`config.mk`:
```
export PLATFORM = sky130hd
export DESIGN_NAME = ram_copy_engine
export DESIGN_NICKNAME = d
export VERILOG_FILES = /design/src/rtl/ram_copy_engine.sv
export SDC_FILE = /design/constraint.sdc
export NUM_CORES = 1
export LEC_CHECK = 0
export ABC_AREA = 1
export CAP_MARGIN = 20
export CELL_PAD_IN_SITES_DETAIL_PLACEMENT = 1
export CELL_PAD_IN_SITES_GLOBAL_PLACEMENT = 1
export CORE_MARGIN = 2
export CORE_UTILIZATION = 42
export DETAILED_ROUTE_END_ITERATION = 8
export HOLD_SLACK_MARGIN = 0.12
export PLACE_DENSITY = 0.88
export SYNTH_ARGS = -nofsm -noshare
export SYNTH_HDL_FRONTEND = slang
export SYNTH_SLANG_ARGS = --single-unit
```
`constraint.sdc`:
```
create_clock -name clk -period 6.6 [get_ports clk]
set_clock_uncertainty 0.05 [all_clocks]
set_input_delay 0.99 -clock clk [delete_from_list [all_inputs] [get_ports clk]]
set_output_delay 0.99 -clock clk [all_outputs]
set_load 0.05 [all_outputs]
```
`src/rtl/ram_copy_engine.sv`:
```
// Block COPY / FILL engine driving a single-port RAM (combinational read, clocked write).
// Words are processed in ascending order; COPY costs a READ and a WRITE cycle per word.
module ram_copy_engine #(
    parameter int WIDTH = 8
) (
    input  logic             clk,
    input  logic             rst_n,
    input  logic             start,
    input  logic             mode,
    input  logic [WIDTH-1:0] src_addr,
    input  logic [WIDTH-1:0] dst_addr,
    input  logic [WIDTH-1:0] length,
    input  logic [WIDTH-1:0] fill_value,
    output logic             busy,
    output logic             done,
    output logic             memory_write_enable,
    output logic [WIDTH-1:0] address_rw,
    output logic [WIDTH-1:0] data_in,
    input  logic [WIDTH-1:0] data_out
);

    typedef enum logic [1:0] {
        S_IDLE  = 2'd0,
        S_READ  = 2'd1,
        S_WRITE = 2'd2,
        S_DONE  = 2'd3
    } state_t;

    state_t           state_q, state_d;
    logic             mode_q, mode_d;
    logic [WIDTH-1:0] src_q, src_d;
    logic [WIDTH-1:0] dst_q, dst_d;
    logic [WIDTH-1:0] len_q, len_d;
    logic [WIDTH-1:0] fill_q, fill_d;
    logic [WIDTH-1:0] i_q, i_d;
    logic [WIDTH-1:0] rbuf_q, rbuf_d;
    logic             busy_q, busy_d;
    logic             done_q, done_d;
    logic             we_q, we_d;
    logic [WIDTH-1:0] addr_q, addr_d;
    logic [WIDTH-1:0] wdata_q, wdata_d;

    always_comb begin
        state_d = state_q;
        mode_d  = mode_q;
        src_d   = src_q;
        dst_d   = dst_q;
        len_d   = len_q;
        fill_d  = fill_q;
        i_d     = i_q;
        rbuf_d  = rbuf_q;

        case (state_q)
            S_IDLE: begin
                if (start) begin
                    mode_d = mode;
                    src_d  = src_addr;
                    dst_d  = dst_addr;
                    len_d  = length;
                    fill_d = fill_value;
                    i_d    = '0;
                    if (length == '0) begin
                        state_d = S_DONE;
                    end else if (mode) begin
                        state_d = S_WRITE;
                    end else begin
                        state_d = S_READ;
                    end
                end
            end
            S_READ: begin
                rbuf_d  = data_out;
                state_d = S_WRITE;
            end
            S_WRITE: begin
                i_d = i_q + 1'b1;
                if (i_d == len_q) begin
                    state_d = S_DONE;
                end else if (mode_q) begin
                    state_d = S_WRITE;
                end else begin
                    state_d = S_READ;
                end
            end
            S_DONE: begin
                state_d = S_IDLE;
            end
            default: begin
                state_d = S_IDLE;
            end
        endcase
    end

    // Outputs are computed from the next state so they come straight out of flops;
    // address and write data hold their last value outside READ/WRITE.
    always_comb begin
        busy_d  = (state_d == S_READ) || (state_d == S_WRITE);
        done_d  = (state_d == S_DONE);
        we_d    = (state_d == S_WRITE);
        addr_d  = addr_q;
        wdata_d = wdata_q;
        case (state_d)
            S_READ: begin
                addr_d = src_d + i_d;
            end
            S_WRITE: begin
                addr_d  = dst_d + i_d;
                wdata_d = mode_d ? fill_d : rbuf_d;
            end
            default: begin
                addr_d  = addr_q;
                wdata_d = wdata_q;
            end
        endcase
    end

    always_ff @(posedge clk or negedge rst_n) begin
        if (!rst_n) begin
            state_q <= S_IDLE;
            mode_q  <= 1'b0;
            src_q   <= '0;
            dst_q   <= '0;
            len_q   <= '0;
            fill_q  <= '0;
            i_q     <= '0;
            rbuf_q  <= '0;
            busy_q  <= 1'b0;
            done_q  <= 1'b0;
            we_q    <= 1'b0;
            addr_q  <= '0;
            wdata_q <= '0;
        end else begin
            state_q <= state_d;
            mode_q  <= mode_d;
            src_q   <= src_d;
            dst_q   <= dst_d;
            len_q   <= len_d;
            fill_q  <= fill_d;
            i_q     <= i_d;
            rbuf_q  <= rbuf_d;
            busy_q  <= busy_d;
            done_q  <= done_d;
            we_q    <= we_d;
            addr_q  <= addr_d;
            wdata_q <= wdata_d;
        end
    end

    assign busy                = busy_q;
    assign done                = done_q;
    assign memory_write_enable = we_q;
    assign address_rw          = addr_q;
    assign data_in             = wdata_q;

endmodule

```
## Word level (Yosys, flattened, before mapping)

Cells that the tools add are included.

| storage, ports and cells | value |
|---|---|
| output and inout port bits | 19 |
| input bits | 44 |
| bits in registers | 70 |
| logic and storage cells | 47 |

| cells by class | value |
|---|---|
| add/sub/neg operators | 3 |
| equal/unequal tests | 7 |
| mux-type cells | 19 |
| reductions and logical operators | 5 |

Operator list:

| operator | number |
|---|---|
| $mux 8 | 9 |
| $pmux 8 s2 | 2 |
| $add 8x8->8 | 2 |
| $mux 2 | 5 |
| $add 8x1->8 const B | 1 |
| $eq 2x2->1 const B | 4 |
| $eq 8x8->1 | 1 |
| $logic_not 8->1 | 1 |
| $pmux 2 s4 | 1 |
| $eq 2x1->1 const B | 2 |
| $logic_not 2->1 | 1 |
| $mux 1 | 2 |
| $reduce_and 2->1 | 1 |
| $reduce_bool 2->1 | 1 |
| $logic_or 1x1->1 | 1 |

## Longest topological paths before layout

| logic depth | value |
|---|---|
| depth after elaboration | 6 |
| gate-level depth with buffers | 27 |

## Least setup slack after synthesis

Ideal clock, no wire load.

| timing path | value |
|---|---|
| path type | input to register |
| start | in start |
| end | reg addr_q[6] (netlist: address_rw[6]) |
| stages on the path | 20 |
| slack | 3.027 ns |
| arrival time | 3.441 ns |
| data required time | 6.467 ns |
| cell sequence | nand2_4 buf_6 buf_4 nor2_1 a21oi_1 ha_1 clkbuf_1 nand2_1 o21ai_0 ha_1 inv_1 fa_1 inv_1 nand3_1 nand2_1 nand2_1 nand2_1 a21oi_1 xor2_1 o21ai_0 |

| on the way | value |
|---|---|
| cells in the longest elaborated chain, start to end | 4 |

RTL lines:

| element | RTL line | source |
|---|---|---|
| from (decl) | 8 | `input logic start,` |
| $mux 2 (*) | 55 | `if (start) begin` |
| $pmux 2 s4 (*) | 53 | `case (state_q)` |
| $eq 2x2->1 (*) | -- |  |
| named net we_d | 39 | `logic we_q, we_d;` |
| $pmux 8 s2 / $reduce_bool 2->1 (equally long branches) | -- |  |
| to (signal assigned) | 144 | `addr_q <= addr_d;` |
| to (decl) | 40 | `logic [WIDTH-1:0] addr_q, addr_d;` |

Mark *: on every way through the listed nets, which the timed path passes. The rest lies on a longest branch.
A chain may end at the register's enable or synchronous reset.

## Final worst setup path

Ends and elaborated chain as after synthesis.

==> flow_metrics.tcl <==
set metrics [dict create \
    run_status "complete, no violations" \
    gp_congestion 0.864 \
    rows 33 \
    power_w 0.00249 \
    htreeDepth 3 \
    fin_crit_sh 0.708 \
    viasPerCell 5.07 \
    cts_setup_buffers 0 \
    fin_cells 594 \
    finalSetupViolCount 0 \
    rsz0062_at_grt "no" \
    hold_buffers 0 \
    ys_warn_count 0 \
    dp_cells 578 \
    drt_iter0_drc 152 \
    syn_to_final_growth_pct 26.7 \
    final_net_count 539 \
    period_needed_ns 4.67 \
    detail-route-antenna-nets 0 \
    grt-ovfl-total 0 \
    layout_commonest_cell "nand2_1" \
    dp_hpwl_um 6790 \
    grt_util_all_layers 0.233 \
    fin_ws_ns 1.93 \
    drive_above_1_share 0.0613 \
    cts_buffers 9 \
    synth.distinct_cells 29 \
    vdd_drop_max_mv 0.256 \
    grt_pass1_vias 3324 \
    root_buffer "clkbuf_8" \
    clock_path_buffers 2 \
    crit_type "in -> reg" \
    vias 3013 \
    max_cap_violations 0 \
    dieArea_um2 9080 \
    cts_tree "yes" \
    grt_pass1_wl_um 15900 \
    numPortBuffers 62 \
    hold_viol_final 0 \
    grt_max_degree 71 \
    coreArea_um2 8130 \
    cp.arrival_ns 4.90 \
    synth.cell_area_um2 3500 \
    post-route-util 0.545 \
    relSlewSlack 0.398 \
    hold_path.class "reg -> reg" \
    start_util 0.430 \
    cts.clk_slew.worst_paths_ns 0.08 \
    die_y_um 95.3 \
    antenna_found_initial 0 \
    worst_pin_slew_ns 0.903 \
    antennaDiodeCount 0 \
    post_cts_resized 0 \
    ys_seq_area_frac 0.501 \
    wl_um 9760 \
    worstSetupEndpointType "flop" \
    clk_latency_ns 0.36 \
    required_ns 6.83 \
    final_cell_mix "nand2_1, dfrtp_1, inv_1, clkdlybuf4s50_1, o21ai_0" \
    syn_nets 473 \
    fin_setup_tns_ns 0 \
    syn-instance-count 418 \
    io_pins 63 \
    synth.avg_cell_area_um2 8.37 \
    crit_fanout 44 \
    fmax_mhz 214 \
    drt_pass1_iterations 4 \
    place_ws_ns 1.81 \
    wl_per_cell_um 16.4 \
    cp-start-kind "primary input" \
    dieWidth_um 95.3 \
    drcViolationCount 0 \
    cellLeakagePower_nw 2.22 \
    ys_seq_elements 70 \
    power.density_nw_per_um2 561 \
    drv_slew 0 \
    clock-sinks 70 \
]
## flip-flops by register name (all words and copies together), names as in the netlist, 2 cells and up
register,flops
address_rw,8
data_in,8
dst_q,8
fill_q,8
i_q,8
len_q,8
rbuf_q,8
src_q,8
state_q,2
## cells in the mapped netlist (all sizes together)
cell type / instances / area (µm²)
clkbuf: 3 / 11.3
dfrtp: 70 / 1750
fa: 1 / 20.0
nand4: 2 / 12.5
a31oi: 1 / 6.26
nor2: 24 / 113
nand3: 30 / 150
a22oi: 1 / 7.51
nand2: 113 / 432
xnor2: 1 / 8.76
or2: 8 / 50.0
o21bai: 1 / 7.51
ha: 10 / 125
buf: 5 / 42.5
a21oi: 9 / 56.3
xor2: 3 / 26.3
o21ai: 51 / 255
inv: 67 / 251
o22ai: 2 / 12.5
mux2i: 16 / 160
## logic make-up after synthesis
family	after synthesis	share of synthesized area
AND/OR/NAND/NOR	177	0.216
buffers and inverters	75	0.0872
XOR/XNOR	4	0.0100
multiplexers	16	0.0458
AO/OA/AOI/OAI	65	0.0987
adder cells (fa/ha/maj)	11	0.0415
flip-flops	70	0.501
## report_power, final
part           switching (W)  internal, W
logic               0.000904     0.000436
registers           0.000103     0.000633
clock network       0.000177     0.000236
## per-stage QoR
stage / area [µm²] / hold WS, ns
floorplan: 3500 / 0.389
global placement: 4200 / 0.409
detailed placement: 4200 / 0.415
CTS: 4430 / 0.436
global route: 4430 / 0.462
finish: 4430 / 0.438
## final timing paths
path / slack, ns / startpoint / depth (start not counted) / end
max: 1.93 / start / 17 / address_rw[6]
min: 0.44 / fill_q[2] / 2 / fill_q[2]
max reg2reg: 1.97 / i_q[0] / 24 / address_rw[6]
min reg2reg: 0.44 / fill_q[2] / 2 / fill_q[2]
max in group asynchronous: 5.12 / rst_n / 2 / address_rw[1]
min in group asynchronous: 0.77 / rst_n / 2 / len_q[7]
## layout make-up
cell class / instances / area [µm²]
fillers: 964 / 3700
flip-flops and latches: 70 / 1750
multi-input cells: 273 / 1440
repair buffers: 63 / 623
inverters: 67 / 251
clock buffers: 12 / 155
well taps: 105 / 131
clock inverters: 4 / 77.6
## layer usage
metal  share of wire  vias up  GRT usage  routed length [µm]
li1                -     1451          -                   -
met1            0.43     1493      0.274                4200
met2            0.52       51      0.420                5080
met3           0.029       18     0.0387                 285
met4           0.020        0     0.0978                 197
met5               0        -          0                   0
## worst max-delay path: stages
cell and delay [ns]:
clkdlybuf4s50_1 0.50, nand2_4 0.46, nor2_1 0.14, a21oi_1 0.16, ha_1 0.57, inv_1 0.39
o21ai_1 0.31, inv_1 0.10, fa_1 0.38, inv_1 0.11, nand3_1 0.09, nand2_1 0.13
nand2_1 0.11, nand2_1 0.07, a21oi_1 0.08, xor2_1 0.15, o21ai_0 0.15
(Power assumes the default switching activity.)
